### src/rtl/tx_chan_arb.sv
// tx_chan_arb: two-channel, frame-atomic round-robin arbiter that merges the
// control (txc) and data (txd) AXI-Stream pairs of two DMA channels into one
// txc/txd pair for the offload input FSM. A frame is the full txc packet
// followed by the full txd packet of the same channel; the grant is held for
// the whole frame.
//
// Handshake semantics (all streams): a beat transfers on a rising edge where
// tvalid and tready are both 1. This block never makes a channel's tready
// depend on anything but state, grant and the downstream tready, and it only
// raises an m_*_tvalid by forwarding the granted channel's tvalid, so no beat
// is created, dropped or duplicated.
module tx_chan_arb #(
  parameter int C_FCNT_W = 16
) (
  input  logic                mm2s_clk,
  input  logic                mm2s_resetn,
  input  logic                arb_enable,

  input  logic [31:0]         s0_txc_tdata,
  input  logic [3:0]          s0_txc_tkeep,
  input  logic                s0_txc_tvalid,
  input  logic                s0_txc_tlast,
  output logic                s0_txc_tready,
  input  logic [63:0]         s0_txd_tdata,
  input  logic [7:0]          s0_txd_tkeep,
  input  logic                s0_txd_tvalid,
  input  logic                s0_txd_tlast,
  output logic                s0_txd_tready,

  input  logic [31:0]         s1_txc_tdata,
  input  logic [3:0]          s1_txc_tkeep,
  input  logic                s1_txc_tvalid,
  input  logic                s1_txc_tlast,
  output logic                s1_txc_tready,
  input  logic [63:0]         s1_txd_tdata,
  input  logic [7:0]          s1_txd_tkeep,
  input  logic                s1_txd_tvalid,
  input  logic                s1_txd_tlast,
  output logic                s1_txd_tready,

  output logic [31:0]         m_txc_tdata,
  output logic [3:0]          m_txc_tkeep,
  output logic                m_txc_tvalid,
  output logic                m_txc_tlast,
  input  logic                m_txc_tready,
  output logic [63:0]         m_txd_tdata,
  output logic [7:0]          m_txd_tkeep,
  output logic                m_txd_tvalid,
  output logic                m_txd_tlast,
  input  logic                m_txd_tready,

  output logic [C_FCNT_W-1:0] ch0_frames,
  output logic [C_FCNT_W-1:0] ch1_frames,
  output logic [3:0]          arb_dbg
);

  typedef enum logic [1:0] {
    S_IDLE = 2'd0,
    S_CTRL = 2'd1,
    S_DATA = 2'd2
  } state_t;

  state_t state, state_nxt;
  logic   grant, grant_nxt;
  logic   last_grant;
  logic   frame_done;
  logic   pick;
  logic   in_ctrl, in_data;
  logic   c_hs, d_hs;

  assign in_ctrl = (state == S_CTRL);
  assign in_data = (state == S_DATA);

  // Round robin: a lone requester wins; on a tie the channel that did not
  // finish the previous frame wins (last_grant resets to 1 so ch0 goes first).
  assign pick = (s0_txc_tvalid && s1_txc_tvalid) ? ~last_grant : s1_txc_tvalid;

  // Output muxes follow the grant; tvalid is gated so it only shows in the
  // phase that owns the stream.
  assign m_txc_tdata  = grant ? s1_txc_tdata  : s0_txc_tdata;
  assign m_txc_tkeep  = grant ? s1_txc_tkeep  : s0_txc_tkeep;
  assign m_txc_tlast  = grant ? s1_txc_tlast  : s0_txc_tlast;
  assign m_txc_tvalid = in_ctrl & (grant ? s1_txc_tvalid : s0_txc_tvalid);

  assign m_txd_tdata  = grant ? s1_txd_tdata  : s0_txd_tdata;
  assign m_txd_tkeep  = grant ? s1_txd_tkeep  : s0_txd_tkeep;
  assign m_txd_tlast  = grant ? s1_txd_tlast  : s0_txd_tlast;
  assign m_txd_tvalid = in_data & (grant ? s1_txd_tvalid : s0_txd_tvalid);

  // Only the granted channel, and only in its phase, sees downstream ready.
  assign s0_txc_tready = in_ctrl & ~grant & m_txc_tready;
  assign s1_txc_tready = in_ctrl &  grant & m_txc_tready;
  assign s0_txd_tready = in_data & ~grant & m_txd_tready;
  assign s1_txd_tready = in_data &  grant & m_txd_tready;

  assign c_hs = m_txc_tvalid & m_txc_tready;
  assign d_hs = m_txd_tvalid & m_txd_tready;

  assign arb_dbg = {grant, last_grant, state};

  // Next-state logic: grant is only ever loaded on the IDLE exit.
  always_comb begin
    state_nxt  = state;
    grant_nxt  = grant;
    frame_done = 1'b0;
    case (state)
      S_IDLE: begin
        if (arb_enable && (s0_txc_tvalid || s1_txc_tvalid)) begin
          state_nxt = S_CTRL;
          grant_nxt = pick;
        end
      end
      S_CTRL: begin
        if (c_hs && m_txc_tlast) state_nxt = S_DATA;
      end
      S_DATA: begin
        if (d_hs && m_txd_tlast) begin
          state_nxt  = S_IDLE;
          frame_done = 1'b1;
        end
      end
      default: state_nxt = S_IDLE;
    endcase
  end

  // State, grant and round-robin history registers.
  always_ff @(posedge mm2s_clk or negedge mm2s_resetn) begin
    if (!mm2s_resetn) begin
      state      <= S_IDLE;
      grant      <= 1'b0;
      last_grant <= 1'b1;
    end else begin
      state <= state_nxt;
      grant <= grant_nxt;
      if (frame_done) last_grant <= grant;
    end
  end

  // Completed-frame counters; they wrap naturally at all-ones.
  always_ff @(posedge mm2s_clk or negedge mm2s_resetn) begin
    if (!mm2s_resetn) begin
      ch0_frames <= '0;
      ch1_frames <= '0;
    end else if (frame_done) begin
      if (grant) ch1_frames <= ch1_frames + C_FCNT_W'(1);
      else       ch0_frames <= ch0_frames + C_FCNT_W'(1);
    end
  end

endmodule

### config.mk
export PLATFORM = sky130hd
export DESIGN_NAME = tx_chan_arb
export DESIGN_NICKNAME = d
export VERILOG_FILES = /design/src/rtl/tx_chan_arb.sv
export SDC_FILE = /design/constraint.sdc
export NUM_CORES = 1
export LEC_CHECK = 0
export CAP_MARGIN = 10
export CORE_AREA = 5 5 145 147
export CTS_BUF_LIST = sky130_fd_sc_hd__clkbuf_16
export CTS_CLUSTER_SIZE = 28
export DETAILED_ROUTE_END_ITERATION = 16
export DIE_AREA = 0 0 150 152
export GPL_ROUTABILITY_DRIVEN = 0
export SYNTH_ARGS = -nofsm -noshare
export SYNTH_HDL_FRONTEND = slang
export SYNTH_SLANG_ARGS = --single-unit
### constraint.sdc
create_clock -name mm2s_clk -period 4.6 [get_ports mm2s_clk]
set_clock_uncertainty 0.2 [all_clocks]
set_input_delay 0.46 -clock mm2s_clk [delete_from_list [all_inputs] [get_ports mm2s_clk]]
set_output_delay 0.46 -clock mm2s_clk [all_outputs]
set_load 0.01 [all_outputs]
; ---- Word-level counts from Yosys, hierarchy flattened
; Index checks and enable logic that the tools add are counted.
[totals]
regBits = 36
latchBits = 0
ram_bits = 0
romBits = 0
input_bits = 229
n_memories = 0
[classes]
addsub = 2
n_mul = 0
n_div = 0
n_lt_le_gt_ge = 0
eq_ne = 5
shifts = 0
mux = 15
n_bitwise = 14
reduce_logical = 10
[ops]
columns = op, n
row1 = $mux 64, 1
row2 = $add 16x1->16 const B, 2
row3 = $mux 32, 1
row4 = $and 1x1->1, 12
row5 = $mux 8, 1
row6 = $mux 1, 7
row7 = $mux 2, 3
row8 = $pmux 2 s3, 1
row9 = $reduce_and 2->1, 3
row10 = $logic_and 1x1->1, 4
row11 = $mux 4, 1
row12 = $ne 2x1->1 const B, 2
row13 = $reduce_and 3->1, 1
row14 = $eq 2x1->1 const B, 1
row15 = $eq 2x2->1 const B, 1
row16 = $logic_not 2->1, 1
row17 = $ne 2x2->1 const B, 1
row18 = $not 1->1, 2
row19 = $logic_or 1x1->1, 1

; ---- Depth between registers and ports, before layout
; Gate-level depths: netlist of run 1.
[depth]
word_depth = 7
mapped_depth = 5
depth_no_buf = 5

; ---- Least setup slack after synthesis of run 1
; Ideal clock, no wire load.
[synth_path]
path_kind = register -> output
start = register grant
end = output m_txd_tdata[24]
arrival_time_ps = 1301
required_time_ps = 3940
setup_slack_ps = 2639
stages_incl_launch_ff = 5
n_path_buf = 3
path_cell_list = dfrtp_1 buf_2 buf_2 buf_2 mux2_2
[synth_between]
elab_chain_len = 1
[synth_rtl]
columns = element, line
row1 = "start, declared", 64  ; logic grant, grant_nxt;
row2 = "start signal, assigned", 134  ; grant <= grant_nxt;
row3 = $mux 64, 85  ; assign m_txd_tdata = grant ? s1_txd_tdata : s0_txd_tdata;
row4 = "end, declared", 46  ; output logic [63:0] m_txd_tdata,
; Every way passes these cells.

; ---- Final worst setup path of run 1
[layout_path]
start = register grant
end = output m_txd_tdata[10]
; The elaborated chain is that of the path after synthesis.

==> impl_metrics.yaml, run 1 <==
run_status:
  status: "completed"
global_route:
  first_global_vias: 3927
  antenna_found_initial: 1
  grt_pass1_wl_um: 26300
  grt_usage_pct: 15.2
  grt-ovfl-total: 0
  grt_max_degree: 60
sta:
  rsz0062_at_grt: "false"
  period_share_pct: 69.2
  maxSlewHeadroom_pct: 47.6
  setup_tns_ns: 0
  timing.fmax_mhz: 314
  drv_slew: 0
  finalHoldViolCount: 0
  hold_ws_ns: 0.269
  tightest_slew_ns: 0.787
  setup_viol: 0
  fin_crit_ns: 3.18
clock_network:
  clock_latency_ns: 0.28
  clk_pin_slew_worst_paths_ns: 0.05
  clock-root-buffer: "clkbuf_16"
  cts_tree: "yes"
  cts_buffers: 5
  cts_hold_buf: 0
  cts_resized: 0
  postCtsSetupBuffers: 0
  numClockSinks: 36
  htreeDepth: 2
  cts_buffer_depth: 2
logic_synthesis:
  synth.area.top_cells: "mux2_2 41%, dfrtp_1 29%, xnor2_1 6.6%, nand3_1 2.3%, buf_2 2.1%"
  yosys.area.top_type: "mux2_2"
  syn_area_um2: 3070
  ys_seq_area_share_pct: 29.4
  ys_types: 34
  syn_area_per_cell_um2: 11.0
  yosys_register_bits: 36
  netlist_instances: 280
  synth_warnings: 0
  yosysTopAreaCellShare_pct: 41.1
  synth_nets: 511
final_layout:
  seqCellArea_um2: 906
  layout.nets: 885
  drive_gt1_share_pct: 20.5
  nFillCells: 2020
  multi_input_area_um2: 2070
  antenna_cells: 0
  final_area_um2: 7300
  fin_util_pct: 36.9
  area_growth_pct: 138
setup_path:
  required_ns: 3.94
  critPathLaunchType: "register"
  crit_slowest_cell: "dfrtp_4"
  critical_path_peak_fanout: 59
  worstSetupPathType: "register to output pin"
  crit_chain: "buf_12 -> mux2_2 -> clkdlybuf4s50_1"
  end_kind: "output pin"
  critPathArrivalTime_ns: 2.52
  cpPeakStageDelay_ns: 0.93
  crit_family: "flip-flops"
  crit_buf_inv: 2
detailed_routing:
  drt-vias-per-instance: 3.94
  wl_per_cell_um: 19.8
  drt_iter0_markers: 175
  ant_nets: 0
  dr_total_vias: 3646
  drt_wl_total_um: 18300
  drc: 0
  dr.pass1.iters: 4
pwr:
  p_leak_nw: 2.83
  max-vdd-ir-drop_mv: 0.182
  p_per_area_nw_per_um2: 349
  p_int_mw: 1.67
  switchingPower_mw: 0.875
  p_comb_share_pct: 69.0
  power_frac_clock_pct: 12.6
  power_frac_seq_pct: 18.4
  swShare_pct: 34.4
placed_design:
  place_hpwl_um: 15900
  io_buffer_count: 380
  place_area_um2: 7160
hold_path:
  hold_class: "register to register"
floorplanning:
  initial_core_util_pct: 15.5
  die_w_um: 150
  core_area_um2: 19800
  chipHeight_um: 152
  die_area_um2: 22800
  io_pins: 381
  rows: 52
flow_run:
  maxCapViolCount: 0
-- power groups by stage --
stage | clock (mW) | sequential, mW | combinational [mW]
after floorplan | 0 | 0.375 | 0.885
after global placement | 0 | 0.480 | 1.78
after detailed placement | 0 | 0.476 | 1.76
after CTS | 0.335 | 0.471 | 1.78
after global routing | 0.350 | 0.482 | 1.86
final | 0.322 | 0.467 | 1.76
-- metrics by stage --
step	setup WS [ns]	std cells	power [mW]
2_1_floorplan	2.64	280	1.26
3_3_place_gp	1.70	917	2.26
3_5_place_dp	1.72	917	2.24
4_1_cts	1.41	925	2.59
5_1_grt	1.34	925	2.69
6_report	1.42	925	2.55
-- cell families after synthesis --
group                    share of synthesized area (%)
XOR/XNOR                                          8.56
flip-flops                                        29.4
AND/OR/NAND/NOR                                   14.8
AO/OA/AOI/OAI                                     1.59
adder cells (fa/ha/maj)                          0.815
multiplexers                                      41.7
buffers and inverters                             3.10
-- synth_stat cells --
library cell  count
nor2_2            2
a21oi_1           3
o21ai_0           1
ha_1              2
and2_1            2
dfrtp_1          35
xnor2_1          23
and3_1            4
nand3_1          14
nand3b_2          1
a31o_2            1
a21o_1            1
nor3b_1           1
inv_1             1
buf_4             2
nand4_1          10
nand2_1          13
nor3_1            1
nor4_4            2
nor3_2            3
nand3b_4          1
xor2_1            7
nor2_1           10
buf_2            13
o31ai_1           1
and4_1            5
nand2b_1          2
mux2i_1           2
mux2_2          112
nor4_1            1
buf_6             1
o21ai_1           1
dfstp_2           1
nor2b_1           1
-- worst reg2reg max path: cells and delay by family (launching register included) --
kind | cells | cell delay, ns
simple gates | 2 | 0.77
flops | 1 | 0.76
mux | 1 | 0.37
buf+inv | 1 | 0.36
-- final timing paths --
check / cells past startpoint / slack (ns) / startpoint / endpoint
hold reg to reg: 1 / 0.27 / ch0_frames[15]$_DFFE_PN0P_ / ch0_frames[15]$_DFFE_PN0P_
max in group asynchronous: 2 / 3.02 / mm2s_resetn / ch1_frames[12]$_DFFE_PN0P_
setup reg to reg: 4 / 2.02 / grant$_DFFE_PN0P_ / ch0_frames[1]$_DFFE_PN0P_
setup / recovery: 3 / 1.42 / grant$_DFFE_PN0P_ / m_txd_tdata[10]
hold / removal: 1 / 0.27 / ch0_frames[15]$_DFFE_PN0P_ / ch0_frames[15]$_DFFE_PN0P_
min in group asynchronous: 1 / 0.43 / mm2s_resetn / ch0_frames[6]$_DFFE_PN0P_
-- sequential cells by signal, indices dropped and copies added, names as in the netlist --
register	cells
last_grant	1
state	2
grant	1
ch0_frames	16
ch1_frames	16
-- layer usage --
| metal | global-route usage, % | up-vias | wire length (µm) |
|---|---|---|---|
| met5 | 0 | - | 13 |
| met4 | 2.14 | 2 | 145 |
| met3 | 5.54 | 13 | 1730 |
| met2 | 25.8 | 165 | 9030 |
| met1 | 18.9 | 1694 | 7390 |
| li1 | - | 1772 | - |
-- layout make-up --
cell class,count,area share [%]
clock inverters,3,0.189
repair buffers,383,52.6
flip-flops and latches,36,12.4
multi-input cells,227,28.4
clock buffers,5,1.71
inverters,1,0.0514
well taps,270,4.63
-- placed cells by master (no fill, tap or decap), types with 5 or more instances in the layout --
master / count
dfrtp_1: 34
xor2_1: 7
nand2_1: 13
mux2_2: 112
nand4_1: 10
xnor2_1: 23
nor2_1: 10
clkbuf_16: 5
and4_1: 5
clkdlybuf4s50_1: 380
nand3_1: 14
Power figures use the tool's default switching activity.
==> run 2, diff against run 1 <==
CORE_AREA = 5 5 146 148   (was 5 5 145 147)
DIE_AREA = 0 0 151 153   (was 0 0 150 152)
clock period = 2.8 ns   (was 4.6 ns; I/O delays follow)
==> run 2 against run 1 <==
- combinational power is 73% higher
- setup slack worse by 1.1 ns
- register-to-register slack worse by 1.3 ns
- clock-buffer cell count stayed put
- total power is 76% higher
- sequential power is 33% higher
- critical path depth stayed put
- final cell count is 0.22% higher
- largest power group unchanged
- highest routed layer is now met4
- design area is 1.3% higher
- critical endpoint is now m_txc_tdata[31]
- global-route usage is 1.2 points lower
==> impl_metrics.yaml, run 2 (synthesis gave the netlist of run 1 again) <==
run_status:
  status: "completed"
hold_path:
  holdCritStartpoint: "ch1_frames[15]$_DFFE_PN0P_"
  whs_path_depth: 1
  hold_class: "register to register"
  whs_endpoint: "ch1_frames[15]$_DFFE_PN0P_"
detailed_routing:
  dr_total_vias: 3638
  drt_wl_total_um: 17100
  drt-vias-per-instance: 3.92
  ant_nets: 0
  drt_iter0_markers: 111
  drc: 0
  dr.pass1.iters: 4
  wl_per_cell_um: 18.5
setup_path:
  r2r_start: "grant$_DFFE_PN0P_"
  required_ns: 2.32
  critPathArrivalTime_ns: 2.01
  regToRegSetupSlack_ns: 0.68
  worstSetupPathType: "register to output pin"
  critPathLaunchType: "register"
  end_kind: "output pin"
  worst_r2r_path_depth: 4
  critical_path_peak_fanout: 75
  rr_endpoint: "ch0_frames[1]$_DFFE_PN0P_"
placed_design:
  placedCellCount: 916
  place_hpwl_um: 14900
  place_area_um2: 7160
  io_buffer_count: 380
clock_network:
  cts_resized: 0
  cts_tree: "yes"
  cts_buffer_depth: 2
  postCtsSetupBuffers: 0
  numClockSinks: 36
  cts_hold_buf: 1
  cts_buffers: 5
  clock-root-buffer: "clkbuf_16"
  htreeDepth: 2
  clock_latency_ns: 0.28
  clk_pin_slew_worst_paths_ns: 0.06
pwr:
  p_per_area_nw_per_um2: 607
  p_comb_share_pct: 67.9
  max-vdd-ir-drop_mv: 0.670
  switchingPower_mw: 1.44
  power_frac_clock_pct: 18.2
  power_frac_seq_pct: 13.8
  swShare_pct: 32.2
  p_int_mw: 3.04
  p_leak_nw: 2.86
final_layout:
  multi_input_area_um2: 2070
  final_common_cell: "clkdlybuf4s50_1"
  layout.nets: 885
  final_cell_mix: "379 x clkdlybuf4s50_1, 112 x mux2_2, 34 x dfrtp_1, 23 x xnor2_1, 14 x nand3_1"
  final_area_um2: 7390
  final_cells: 927
  seqCellArea_um2: 906
  largestRegisters: "ch0_frames: 16 flops, ch1_frames: 16 flops, state: 2 flops"
  nFillCells: 2060
  drive_gt1_share_pct: 20.6
  area_growth_pct: 141
global_route:
  grt_usage_pct: 14.0
  first_global_vias: 3876
  antenna_found_initial: 2
  grt_max_degree: 76
  grt-ovfl-total: 0
  grt_pass1_wl_um: 24700
sta:
  period_share_pct: 88.8
  fin_crit_ns: 2.49
  finalHoldViolCount: 0
  tightest_slew_ns: 0.792
  rsz0062_at_grt: "false"
  timing.fmax_mhz: 402
  maxSlewHeadroom_pct: 47.2
  drv_slew: 0
  setup_viol: 0
  setup_tns_ns: 0
floorplanning:
  initial_core_util_pct: 15.4
  rows: 52
  die_area_um2: 23100
  die_w_um: 151
  core_area_um2: 19900
  io_pins: 381
  chipHeight_um: 153
flow_run:
  maxCapViolCount: 0
run 2: cell type report:
type                       count  area share (%)
timing repair buffer         383            52.1
multi-input combinational    227            28.0
sequential                    36            12.3
tap                          270            4.57
clock buffer                   5            1.69
clock inverter                 3            1.22
antenna                        2          0.0677
inverter                       1          0.0508
run 2: metrics by stage:
stage	setup WS, ns	hold WS [ns]	power (mW)	util (%)
2_1_floorplan	1.02	-0.216	2.07	-
3_3_place_gp	0.430	0.224	3.72	36.0
3_5_place_dp	0.403	0.223	3.70	36.0
4_1_cts	0.295	0.273	4.55	37.1
5_1_grt	0.249	0.282	4.72	37.1
6_report	0.314	0.263	4.48	37.1
run 2: critical path, cell delays in order, from the launching register on:
cell	delay [ns]
dfrtp_4	0.44
buf_12	0.34
mux2_2	0.38
clkdlybuf4s50_1	0.51
run 2: per-layer routing:
metal / vias to the layer above / share of wire [%] / routed length, µm / track usage [%]
met5: - / 0 / 0 / 0
met4: 0 / 0.58 / 100 / 2.03
met3: 9 / 7.9 / 1360 / 4.44
met2: 151 / 53 / 9160 / 25.5
met1: 1695 / 38 / 6520 / 16.4
li1: 1783 / - / - / -
run 2: worst max path at each step:
| stage | endpoint | depth (start not counted) | start | slack (ns) |
|---|---|---|---|---|
| final | m_txc_tdata[31] | 3 | grant$_DFFE_PN0P_ | 0.31 |
| after global routing | m_txc_tdata[31] | 3 | grant$_DFFE_PN0P_ | 0.25 |
| after CTS | m_txc_tdata[31] | 3 | grant$_DFFE_PN0P_ | 0.30 |
| after detailed placement | s0_txd_tready | 4 | m_txd_tready | 0.40 |
| after global placement | s0_txd_tready | 4 | m_txd_tready | 0.43 |
| after floorplan | m_txd_tdata[24] | 4 | grant$_DFFE_PN0P_ | 1.02 |
run 2: power by group through the flow:
stage          clock [mW]  sequential, mW  combinational, mW
2_1_floorplan           0           0.616               1.45
3_3_place_gp            0           0.631               3.09
3_5_place_dp            0           0.630               3.07
4_1_cts             0.834           0.621               3.10
5_1_grt             0.866           0.626               3.23
6_report            0.818           0.620               3.05
